$ cat src/rtl/fetch_stage_if.sv
// Fetch-stage bus: PC/kill controller inputs, instruction-memory port and decode handshake.
interface fetch_stage_if #(
   parameter int AW = 12,
   parameter int IW = 16
);
   logic [AW-1:0] pc_in;
   logic [2:0]    kill_in;
   logic          pause_in;
   logic [AW-1:0] imem_addr;
   logic [IW-1:0] imem_rdata;
   logic          dec_valid;
   logic          dec_ready;
   logic [IW-1:0] dec_instr;
   logic [AW-1:0] dec_pc;
   logic          fetch_stall;
   logic          kill_ex;
   logic          ovf_err;

   modport slave (
      input  pc_in, kill_in, pause_in, imem_rdata, dec_ready,
      output imem_addr, dec_valid, dec_instr, dec_pc, fetch_stall, kill_ex, ovf_err
   );

   modport master (
      output pc_in, kill_in, pause_in, imem_rdata, dec_ready,
      input  imem_addr, dec_valid, dec_instr, dec_pc, fetch_stall, kill_ex, ovf_err
   );
endinterface

$ cat src/rtl/fetch_stage.sv
// Instruction fetch stage: out register plus 1-entry skid for the 1-cycle-late imem response.
// Optional FETCH_PERF_EN adds saturating stall/kill performance counters.
module fetch_stage #(
   parameter int AW = 12,
   parameter int IW = 16
) (
   input  logic        clk,
   input  logic        reset_n,
   fetch_stage_if.slave bus
`ifdef FETCH_PERF_EN
   ,
   output logic [15:0] perf_stall_cnt,
   output logic [15:0] perf_kill_cnt
`endif
);

   logic          fetch_stall_s, req_acc_s, resp_ok_s, fire_s;
   logic          req_live_q;
   logic [AW-1:0] req_pc_q;
   logic          dec_valid_q, dec_valid_d;
   logic [IW-1:0] dec_instr_q, dec_instr_d;
   logic [AW-1:0] dec_pc_q, dec_pc_d;
   logic          skid_valid_q, skid_valid_d;
   logic [IW-1:0] skid_instr_q, skid_instr_d;
   logic [AW-1:0] skid_pc_q, skid_pc_d;
   logic          kill_ex_q;
   logic          ovf_err_q, ovf_err_d;

   // Handshake terms; stall depends only on held state so the controller sees no pc_in loop
   always_comb begin
      fetch_stall_s = skid_valid_q | (dec_valid_q & ~bus.dec_ready);
      req_acc_s     = ~fetch_stall_s & ~bus.pause_in;
      resp_ok_s     = req_live_q & ~bus.kill_in[0];
      fire_s        = dec_valid_q & bus.dec_ready;
   end

   // Out/skid next state: flush first, then drain skid into out, else park response in skid
   always_comb begin
      dec_valid_d  = dec_valid_q;
      dec_instr_d  = dec_instr_q;
      dec_pc_d     = dec_pc_q;
      skid_valid_d = skid_valid_q;
      skid_instr_d = skid_instr_q;
      skid_pc_d    = skid_pc_q;
      ovf_err_d    = ovf_err_q;
      if (bus.kill_in[1]) begin
         skid_valid_d = 1'b0;
         dec_valid_d  = resp_ok_s;
         dec_instr_d  = resp_ok_s ? bus.imem_rdata : dec_instr_q;
         dec_pc_d     = resp_ok_s ? req_pc_q : dec_pc_q;
      end else if (!dec_valid_q || fire_s) begin
         if (skid_valid_q) begin
            dec_valid_d  = 1'b1;
            dec_instr_d  = skid_instr_q;
            dec_pc_d     = skid_pc_q;
            skid_valid_d = resp_ok_s;
            skid_instr_d = resp_ok_s ? bus.imem_rdata : skid_instr_q;
            skid_pc_d    = resp_ok_s ? req_pc_q : skid_pc_q;
         end else begin
            dec_valid_d  = resp_ok_s;
            dec_instr_d  = resp_ok_s ? bus.imem_rdata : dec_instr_q;
            dec_pc_d     = resp_ok_s ? req_pc_q : dec_pc_q;
         end
      end else begin
         if (resp_ok_s && skid_valid_q) begin
            ovf_err_d    = 1'b1;
         end else if (resp_ok_s) begin
            skid_valid_d = 1'b1;
            skid_instr_d = bus.imem_rdata;
            skid_pc_d    = req_pc_q;
         end else begin
            skid_valid_d = skid_valid_q;
         end
      end
   end

   // State registers
   always_ff @(posedge clk or negedge reset_n) begin
      if (!reset_n) begin
         req_live_q   <= 1'b0;
         req_pc_q     <= '0;
         dec_valid_q  <= 1'b0;
         dec_instr_q  <= '0;
         dec_pc_q     <= '0;
         skid_valid_q <= 1'b0;
         skid_instr_q <= '0;
         skid_pc_q    <= '0;
         kill_ex_q    <= 1'b0;
         ovf_err_q    <= 1'b0;
      end else begin
         req_live_q   <= req_acc_s;
         req_pc_q     <= bus.pc_in;
         dec_valid_q  <= dec_valid_d;
         dec_instr_q  <= dec_instr_d;
         dec_pc_q     <= dec_pc_d;
         skid_valid_q <= skid_valid_d;
         skid_instr_q <= skid_instr_d;
         skid_pc_q    <= skid_pc_d;
         kill_ex_q    <= bus.kill_in[2];
         ovf_err_q    <= ovf_err_d;
      end
   end

   assign bus.imem_addr   = bus.pc_in;
   assign bus.dec_valid   = dec_valid_q;
   assign bus.dec_instr   = dec_instr_q;
   assign bus.dec_pc      = dec_pc_q;
   assign bus.fetch_stall = fetch_stall_s;
   assign bus.kill_ex     = kill_ex_q;
   assign bus.ovf_err     = ovf_err_q;

`ifdef FETCH_PERF_EN
   logic        kill_evt_s;
   logic [15:0] perf_stall_q, perf_kill_q;

   // A delivered (firing) out entry is not counted as discarded by a flush
   always_comb begin
      kill_evt_s = (bus.kill_in[0] & req_live_q)
                 | (bus.kill_in[1] & (skid_valid_q | (dec_valid_q & ~bus.dec_ready)));
   end

   // Saturating performance counters
   always_ff @(posedge clk or negedge reset_n) begin
      if (!reset_n) begin
         perf_stall_q <= 16'h0000;
         perf_kill_q  <= 16'h0000;
      end else begin
         if (fetch_stall_s && (perf_stall_q != 16'hFFFF)) begin
            perf_stall_q <= perf_stall_q + 16'h0001;
         end
         if (kill_evt_s && (perf_kill_q != 16'hFFFF)) begin
            perf_kill_q <= perf_kill_q + 16'h0001;
         end
      end
   end

   assign perf_stall_cnt = perf_stall_q;
   assign perf_kill_cnt  = perf_kill_q;
`endif

endmodule

$ cat src/flat_wrapper.sv
// flat-port wrapper written by rule: the top's interface ports become plain ports
module fetch_stage_flat 
#(
   parameter int AW = 12,
   parameter int IW = 16
)
  (clk, reset_n, bus_pc_in, bus_kill_in, bus_pause_in, bus_imem_rdata, bus_dec_ready, bus_imem_addr, bus_dec_valid, bus_dec_instr, bus_dec_pc, bus_fetch_stall, bus_kill_ex, bus_ovf_err);
  fetch_stage_if #(.AW(AW), .IW(IW)) bus_i ();
  input  logic clk;
  input  logic reset_n;
  input wire logic [$bits(bus_i.pc_in)-1:0] bus_pc_in;
  input wire logic [$bits(bus_i.kill_in)-1:0] bus_kill_in;
  input wire logic [$bits(bus_i.pause_in)-1:0] bus_pause_in;
  input wire logic [$bits(bus_i.imem_rdata)-1:0] bus_imem_rdata;
  input wire logic [$bits(bus_i.dec_ready)-1:0] bus_dec_ready;
  output wire logic [$bits(bus_i.imem_addr)-1:0] bus_imem_addr;
  output wire logic [$bits(bus_i.dec_valid)-1:0] bus_dec_valid;
  output wire logic [$bits(bus_i.dec_instr)-1:0] bus_dec_instr;
  output wire logic [$bits(bus_i.dec_pc)-1:0] bus_dec_pc;
  output wire logic [$bits(bus_i.fetch_stall)-1:0] bus_fetch_stall;
  output wire logic [$bits(bus_i.kill_ex)-1:0] bus_kill_ex;
  output wire logic [$bits(bus_i.ovf_err)-1:0] bus_ovf_err;
  assign bus_i.pc_in = bus_pc_in;
  assign bus_i.kill_in = bus_kill_in;
  assign bus_i.pause_in = bus_pause_in;
  assign bus_i.imem_rdata = bus_imem_rdata;
  assign bus_i.dec_ready = bus_dec_ready;
  assign bus_imem_addr = bus_i.imem_addr;
  assign bus_dec_valid = bus_i.dec_valid;
  assign bus_dec_instr = bus_i.dec_instr;
  assign bus_dec_pc = bus_i.dec_pc;
  assign bus_fetch_stall = bus_i.fetch_stall;
  assign bus_kill_ex = bus_i.kill_ex;
  assign bus_ovf_err = bus_i.ovf_err;
  fetch_stage #(.AW(AW), .IW(IW)) u_core (.clk(clk), .reset_n(reset_n), .bus(bus_i));
endmodule
$ cat config.mk
export PLATFORM = sky130hd
export DESIGN_NAME = fetch_stage_flat
export DESIGN_NICKNAME = d
export VERILOG_FILES = /design/src/rtl/fetch_stage_if.sv /design/src/rtl/fetch_stage.sv /design/src/flat_wrapper.sv
export SDC_FILE = /design/constraint.sdc
export NUM_CORES = 1
export LEC_CHECK = 0
export BUFFER_PORTS_ARGS = -buffer_cell sky130_fd_sc_hd__buf_2
export CORE_ASPECT_RATIO = 0.7
export CORE_MARGIN = 2
export CORE_UTILIZATION = 58
export CTS_BUF_LIST = sky130_fd_sc_hd__clkbuf_8
export CTS_CLUSTER_DIAMETER = 120
export DETAILED_ROUTE_END_ITERATION = 10
export PLACE_DENSITY_LB_ADDON = 0.05
export SLEW_MARGIN = 10
export SYNTH_ARGS = -nofsm -noshare
export SYNTH_HDL_FRONTEND = slang
export SYNTH_SLANG_ARGS = --single-unit
$ cat constraint.sdc
create_clock -name clk -period 1.6 [get_ports clk]
set_input_delay 0.4 -clock clk [delete_from_list [all_inputs] [get_ports clk]]
set_output_delay 0.4 -clock clk [all_outputs]
set_load 0.01 [all_outputs]
After elaboration in Yosys (flattened, before gate mapping)
Cells that the tools add are included.

Equality and inequality tests: 3. Muxes and demuxes: 24. Bitwise logic cells: 11. Reductions and logical operators: 8.

Operator list (number): 16-bit 2-to-1 mux (8); 12-bit 2-to-1 mux (8); 1-bit 2-to-1 mux (8); 1-bit NOT (6); 3-bit AND reduction (2); 1-bit bitwise AND (4); 2-bit by 1-bit inequality test with 1-bit output, second input constant (2); 3-bit by 2-bit inequality test with 1-bit output, second input constant (1); 3-bit nonzero test (1); 2-bit AND reduction (1); 2-bit nonzero test (1); 1-bit logical AND (1); 1-bit logical NOT (1); 1-bit logical OR (1); 1-bit OR (1).

Input bits: 35. Flip-flop bits (word level): 73.

Depth between registers and ports, before layout
Gate-level depths: netlist of the first run.

Word-level depth: 6. Depth in mapped cells: 6. Mapped depth without buffers: 3.

Worst setup path after synthesis of the first run
Ideal clock, no wire load.

Path type: reg2out. From: register u_core.skid_valid_q. To: output bus_fetch_stall. Setup slack: 51 ps. Data arrival time: 1149 ps. Buffers on the path: 3. Stages on the path, launching flop included: 5. Cell sequence: dfrtp_1 > buf_2 > clkbuf_2 > buf_2 > nand2b_1.

Cells in the longest elaborated chain, start to end: 1.

RTL lines: start: declaration (line fetch_stage.sv:23) `logic skid_valid_q, skid_valid_d;`; start signal: assignment (line fetch_stage.sv:96) `skid_valid_q <= skid_valid_d;`; 1-bit OR (line fetch_stage.sv:31) `fetch_stall_s = skid_valid_q | (dec_valid_q & ~bus.dec_ready);`; end: declaration (line flat_wrapper.sv:20) `output wire logic [$bits(bus_i.fetch_stall)-1:0] bus_fetch_stall;`.

No other way between the ends.

Final worst setup path of the first run
From: register u_core.skid_valid_q. To: register u_core.dec_instr_q[10], in the netlist u_core.bus.dec_instr[10].

Cells in the longest elaborated chain, start to end: 3.

RTL lines: 16-bit 2-to-1 mux (line fetch_stage.sv:52) `if (skid_valid_q) begin`; 16-bit 2-to-1 mux (line fetch_stage.sv:51) `end else if (!dec_valid_q || fire_s) begin`; 16-bit 2-to-1 mux (line fetch_stage.sv:46) `if (bus.kill_in[1]) begin`; end signal: assignment (line fetch_stage.sv:94) `dec_instr_q <= dec_instr_d;`; end: declaration (line fetch_stage.sv:21) `logic [IW-1:0] dec_instr_q, dec_instr_d;`.

No other way between the ends. The select of a mux whose other input is x is not followed. A chain may end at the register's enable or synchronous reset.

==> flow_metrics.tcl, run 1 <==
set metrics [dict create \
    syn-mean-instance-area_sq_um 10.92 \
    grt-ovfl-total 0 \
    synth_cells 398 \
    maxCapViolCount 0 \
    setup_slack_ns -0.01495 \
    status "complete, but fails checks" \
    tightest_slew_ns 0.2878 \
    grt_pass1_vias 3268 \
    nets 499 \
    dr_total_vias 3462 \
    area_growth_pct 21.28 \
    initial_core_util_pct 59.63 \
    slew_violations 0 \
    period_share_pct 100.9 \
    synthTopCellsByArea "dfrtp_1 42%, mux2_2 9.3%, mux2_4 6.9%" \
    drt_iter0_drc 266 \
    layout_commonest_cell "buf_2" \
    numCtsBuffers 9 \
    clock-sinks 73 \
    yosys_warnings 0 \
    finalPower_mw 4.565 \
    drc 0 \
    drt-total-wl_um 10420 \
    first_pass_iters 5 \
    insertion_delay_ns 0.37 \
    cp.required_ns 1.85 \
    die-area_sq_um 8212 \
    drive_gt1_share_pct 41.11 \
    setup_viol 12 \
    crit_arrival_ns 1.87 \
    mostFrequentLayoutCells "76 x buf_2, 72 x dfrtp_1, 33 x mux2_4" \
    grt_util_all_layers_pct 25.74 \
    gp_congestion 0.7372 \
    tns_ns -0.08661 \
    synth-seq-cells 73 \
    viasPerCell 6.127 \
    ir_worst_vdd_mv 0.6059 \
    cts_root_buf "clkbuf_8" \
    regToRegSetupSlack_ns -0.01 \
    clock_skew_ns 0.01037 \
    die_x_um 107.5 \
    pwr_density_cell_nw_per_um2 866.2 \
    place_worst_setup_slack_ns -0.1139 \
    netlist_area_sq_um 4345 \
    fp.coreArea_sq_um 7287 \
    htreeDepth 3 \
    relSlewSlack_pct 80.55 \
    dp_cells 544 \
    endpoint "u_core.bus.dec_instr[10]" \
    port_buffers 78 \
    synth_top_area_share_pct 42.04 \
    grt_pass1_wl_um 16570 \
    ant_nets 0 \
    syn_nets 433 \
    rsz0062_at_grt "yes" \
    crit_fanout 8 \
    fin_area_sq_um 5270 \
    r2r_start "u_core.skid_valid_q" \
    worstSetupPathType "flop to flop" \
    startpoint "u_core.skid_valid_q" \
    routedWlPerCell_um 18.43 \
    die_h_um 76.42 \
    power_leakage_nw 2.354 \
    rows 26 \
    clk_pin_slew_ns 0.08 \
    synthArstFlopShare_pct 100.0 \
    synth_edf_count 0 \
    clock_path_buffers 2 \
    min_path_type "input pin to flop" \
    antenna_found_initial 0 \
    cts_tree "done" \
    max_freq_mhz 619.2 \
    violations "negative setup slack" \
    start_kind "flop" \
    n_fill_cell 525 \
    timing.rr.end "u_core.bus.dec_instr[10]" \
    endpoint_kind "flop" \
    synth-main-ff-cell "dfrtp_1" \
    grt_max_degree 68 \
    synth_cell_types 26 \
    hold_viol_final 0 \
    fin_cells 565 \
    fin_hold_ws_ns 0.1421 \
    worst_r2r_path_depth 4 \
    yosys.area.top_type "dfrtp_1" \
    yosysSeqAreaShare_pct 42.04 \
    ios 79 \
    placed_area_sq_um 4925 \
    period_needed_ns 1.615 \
    dp_hpwl_um 6427 \
    num_antenna_cells 0 \
    final_util_pct 72.32 \
]
report_power, final:
part / leakage [nW] / total, mW / switching [mW] / internal (mW)
combinational: 1.48 / 1.08 / 0.490 / 0.589
sequential: 0.780 / 2.15 / 0.117 / 2.03
clock: 0.0969 / 1.33 / 0.672 / 0.663
synth_stat cells, drive strengths merged, types with 2 or more instances:
cell type and count:
nor2b 30, nor2 2, buf 33, o21ai 2, nor4bb 25, mux2 56
nand3 28, nand2b 2, clkbuf 25, and4bb 3, a221oi 28, nand4 28
dfrtp 73, nand2 29, and4b 28
cell families (layout without fill, tap and decap cells):
kind of cell | Yosys count | in the layout | synth area share, %
buf+inv | 58 | 127 | 7.112
flops | 73 | 73 | 42.04
compound gates | 33 | 33 | 6.392
simple gates | 178 | 178 | 28.22
mux | 56 | 56 | 16.24
routing by layer:
metal	share of wire [%]	track usage, %	up-vias
met5	0	0	-
met4	1.1	5.641	0
met3	6.0	8.554	10
met2	47	38.61	122
met1	46	36.47	1693
li1	-	-	1637
cell type report:
cell class | count | area [sq um] | area share, %
multi-input cells | 267 | 2293 | 43.52
clock inverters | 2 | 7.507 | 0.1425
repair buffers | 113 | 850.8 | 16.14
clock buffers | 12 | 165.2 | 3.134
flip-flops and latches | 73 | 1831 | 34.73
well taps | 98 | 122.6 | 2.327
sequential cells by signal, indices dropped and copies added, names as in the netlist:
name,flops
u_core.bus.dec_instr,16
u_core.skid_instr_q,16
u_core.bus.dec_pc,12
u_core.req_pc_q,12
u_core.skid_pc_q,12
u_core.bus.dec_valid,1
u_core.bus.kill_ex,1
u_core.bus.ovf_err,1
u_core.req_live_q,1
u_core.skid_valid_q,1
worst min path at each step:
stage / endpoint / cells past startpoint / slack (ns) / start
after floorplan: u_core.bus.dec_instr[0] / 0 / 0.10 / reset_n
after detailed placement: u_core.skid_instr_q[10] / 1 / 0.23 / reset_n
final: u_core.bus.kill_ex / 1 / 0.14 / bus_kill_in[2]
after global routing: u_core.bus.kill_ex / 1 / 0.12 / bus_kill_in[2]
after global placement: u_core.bus.dec_instr[10] / 1 / 0.22 / reset_n
after CTS: u_core.bus.kill_ex / 1 / 0.13 / bus_kill_in[2]
worst max-delay path: stages (launching register included):
cell       delay [ns]
dfrtp_4          0.53
and2b_4          0.23
clkbuf_16        0.18
mux2_4           0.29
mux2_4           0.26
timing repair:
| action | 4_1_cts | 5_1_grt |
|---|---|---|
| gates cloned | 0 | 1 |
| endpoints found under the setup margin | 15 | 32 |
| hold buffers | 1 | 0 |
| buffers inserted | 3 | 2 |
| gates resized for setup | 7 | 16 |
| hold endpoints to repair | 5 | 0 |
| pin swaps | 0 | 3 |
No activity file was read; power rests on OpenSTA's default activity.
==> run 2, diff against run 1 <==
- CORE_ASPECT_RATIO: 0.7 -> unset
- PLACE_DENSITY: unset -> 0.94
- PLACE_DENSITY_LB_ADDON: 0.05 -> unset
==> flow_metrics.tcl, run 2 (synthesis results as in run 1) <==
set metrics [dict create \
    fin_cells 568 \
    pwr_density_cell_nw_per_um2 855.2 \
    gp_congestion 0.7669 \
    hold_depth 1 \
    endpoint_kind "output port" \
    final_util_pct 71.93 \
    grt_pass1_wl_um 19080 \
    fin_area_sq_um 5218 \
    die_h_um 90.56 \
    status "complete, but fails checks" \
    slew_violations 0 \
    clock_skew_ns 0.01101 \
    crit_fanout 4 \
    ios 79 \
    power_leakage_nw 2.327 \
    dr_total_vias 3759 \
    period_share_pct 100.2 \
    initial_core_util_pct 59.91 \
    regToRegSetupSlack_ns 0.01 \
    ant_nets 0 \
    start_kind "flop" \
    htreeDepth 3 \
    viasPerCell 6.618 \
    crit_arrival_ns 1.20 \
    seqPwrFrac_pct 48.4 \
    nets 499 \
    worstSetupPathType "flop to output port" \
    dp_hpwl_um 6896 \
    maxCapViolCount 0 \
    drt_iter0_drc 429 \
    hold_start "bus_kill_in[2]" \
    swShare_pct 29.74 \
    layout_commonest_cell "buf_2" \
    period_needed_ns 1.603 \
    die-area_sq_um 8200 \
    r2r_start "u_core.skid_valid_q" \
    grt_util_all_layers_pct 29.17 \
    worst_r2r_path_depth 4 \
    die_x_um 90.56 \
    setup_viol 1 \
    grt_pass1_vias 3782 \
    clock-sinks 73 \
    first_pass_iters 5 \
    cp.required_ns 1.20 \
    setup_slack_ns -0.002758 \
    insertion_delay_ns 0.36 \
    p_switching_mw 1.327 \
    tightest_slew_ns 0.3851 \
    drive_gt1_share_pct 42.00 \
    n_fill_cell 476 \
    drt-total-wl_um 11770 \
    clock_path_buffers 2 \
    clock_power_share_pct 27.6 \
    clk_pin_slew_ns 0.08 \
    grt-ovfl-total 0 \
    grt_max_degree 49 \
    max_freq_mhz 623.9 \
    fp.coreArea_sq_um 7253 \
    place_worst_setup_slack_ns -0.1519 \
    mostFrequentLayoutCells "76 x buf_2, 71 x dfrtp_1, 35 x mux2_2" \
    area_growth_pct 20.07 \
    intPower_mw 3.135 \
    numCtsBuffers 9 \
    hold_end "u_core.bus.kill_ex" \
    dp_cells 544 \
    drc 0 \
    rows 31 \
    combPwrFrac_pct 24.0 \
    cts_tree "done" \
    routedWlPerCell_um 20.72 \
    num_antenna_cells 0 \
    min_path_type "input pin to flop" \
    cts_root_buf "clkbuf_8" \
    port_buffers 78 \
    rsz0062_at_grt "yes" \
    tns_ns -0.002758 \
    antenna_found_initial 0 \
    relSlewSlack_pct 73.98 \
    violations "negative setup slack" \
    ir_worst_vdd_mv 0.6011 \
    hold_viol_final 0 \
    timing.rr.end "u_core.bus.dec_pc[0]" \
    placed_area_sq_um 4853 \
]
run 2: final cells by class:
class | count | area [sq um] | share of cell area, %
multi-input cells | 267 | 2260 | 43.31
flip-flops and latches | 73 | 1829 | 35.06
clock buffers | 9 | 123.9 | 2.374
well taps | 99 | 123.9 | 2.374
repair buffers | 113 | 849.6 | 16.28
clock inverters | 7 | 31.28 | 0.5995
run 2: power groups by stage:
stage / Combinational, mW / Sequential (mW) / Clock (mW)
final: 1.07 / 2.16 / 1.23
after global routing: 1.14 / 2.18 / 1.33
after CTS: 1.05 / 2.15 / 1.23
after detailed placement: 1.01 / 2.18 / 0
after global placement: 0.973 / 2.17 / 0
after floorplan: 0.551 / 2.24 / 0
run 2: per-layer routing:
layer / vias to the layer above / wire length [um] / track usage, %
li1: 1638 / - / -
met1: 1827 / 4625 / 37.49
met2: 248 / 5745 / 46.70
met3: 46 / 1012 / 6.177
met4: 0 / 387 / 14.74
met5: - / 0 / 0
run 2: how the worst max path moves through the flow:
stage | start | to | slack (ns) | cells after the start
2_1_floorplan | u_core.skid_valid_q | bus_fetch_stall | 0.05 | 4
3_3_place_gp | bus_kill_in[1] | u_core.bus.dec_instr[5] | -0.10 | 5
3_5_place_dp | bus_kill_in[1] | u_core.bus.dec_instr[5] | -0.15 | 5
4_1_cts | u_core.skid_valid_q | bus_fetch_stall | 0.009 | 3
5_1_grt | u_core.skid_valid_q | bus_fetch_stall | -0.04 | 3
6_report | u_core.skid_valid_q | bus_fetch_stall | -0.003 | 3
run 2: per-stage QoR:
stage                     total power [mW]  hold slack, ns
after CTS                            4.424          0.1384
after global placement               3.143          0.3526
after detailed placement             3.189          0.3560
final                                4.462          0.1416
after floorplan                      2.792          0.1044
after global routing                 4.658          0.1382
run 2: what timing repair did:
| action | in CTS | in global routing |
|---|---|---|
| hold buffers | 1 | 0 |
| cloned | 3 | 0 |
| gates resized for setup | 5 | 10 |
| setup buffers | 4 | 0 |
| hold endpoints to repair | 27 | 0 |
| setup endpoints to repair | 4 | 14 |
| pin swaps | 0 | 1 |
run 2: worst max-delay path, cell delays in order (launching register included):
cell      delay [ns]
dfrtp_2         0.46
buf_12          0.14
nand2b_4        0.14
buf_6           0.12
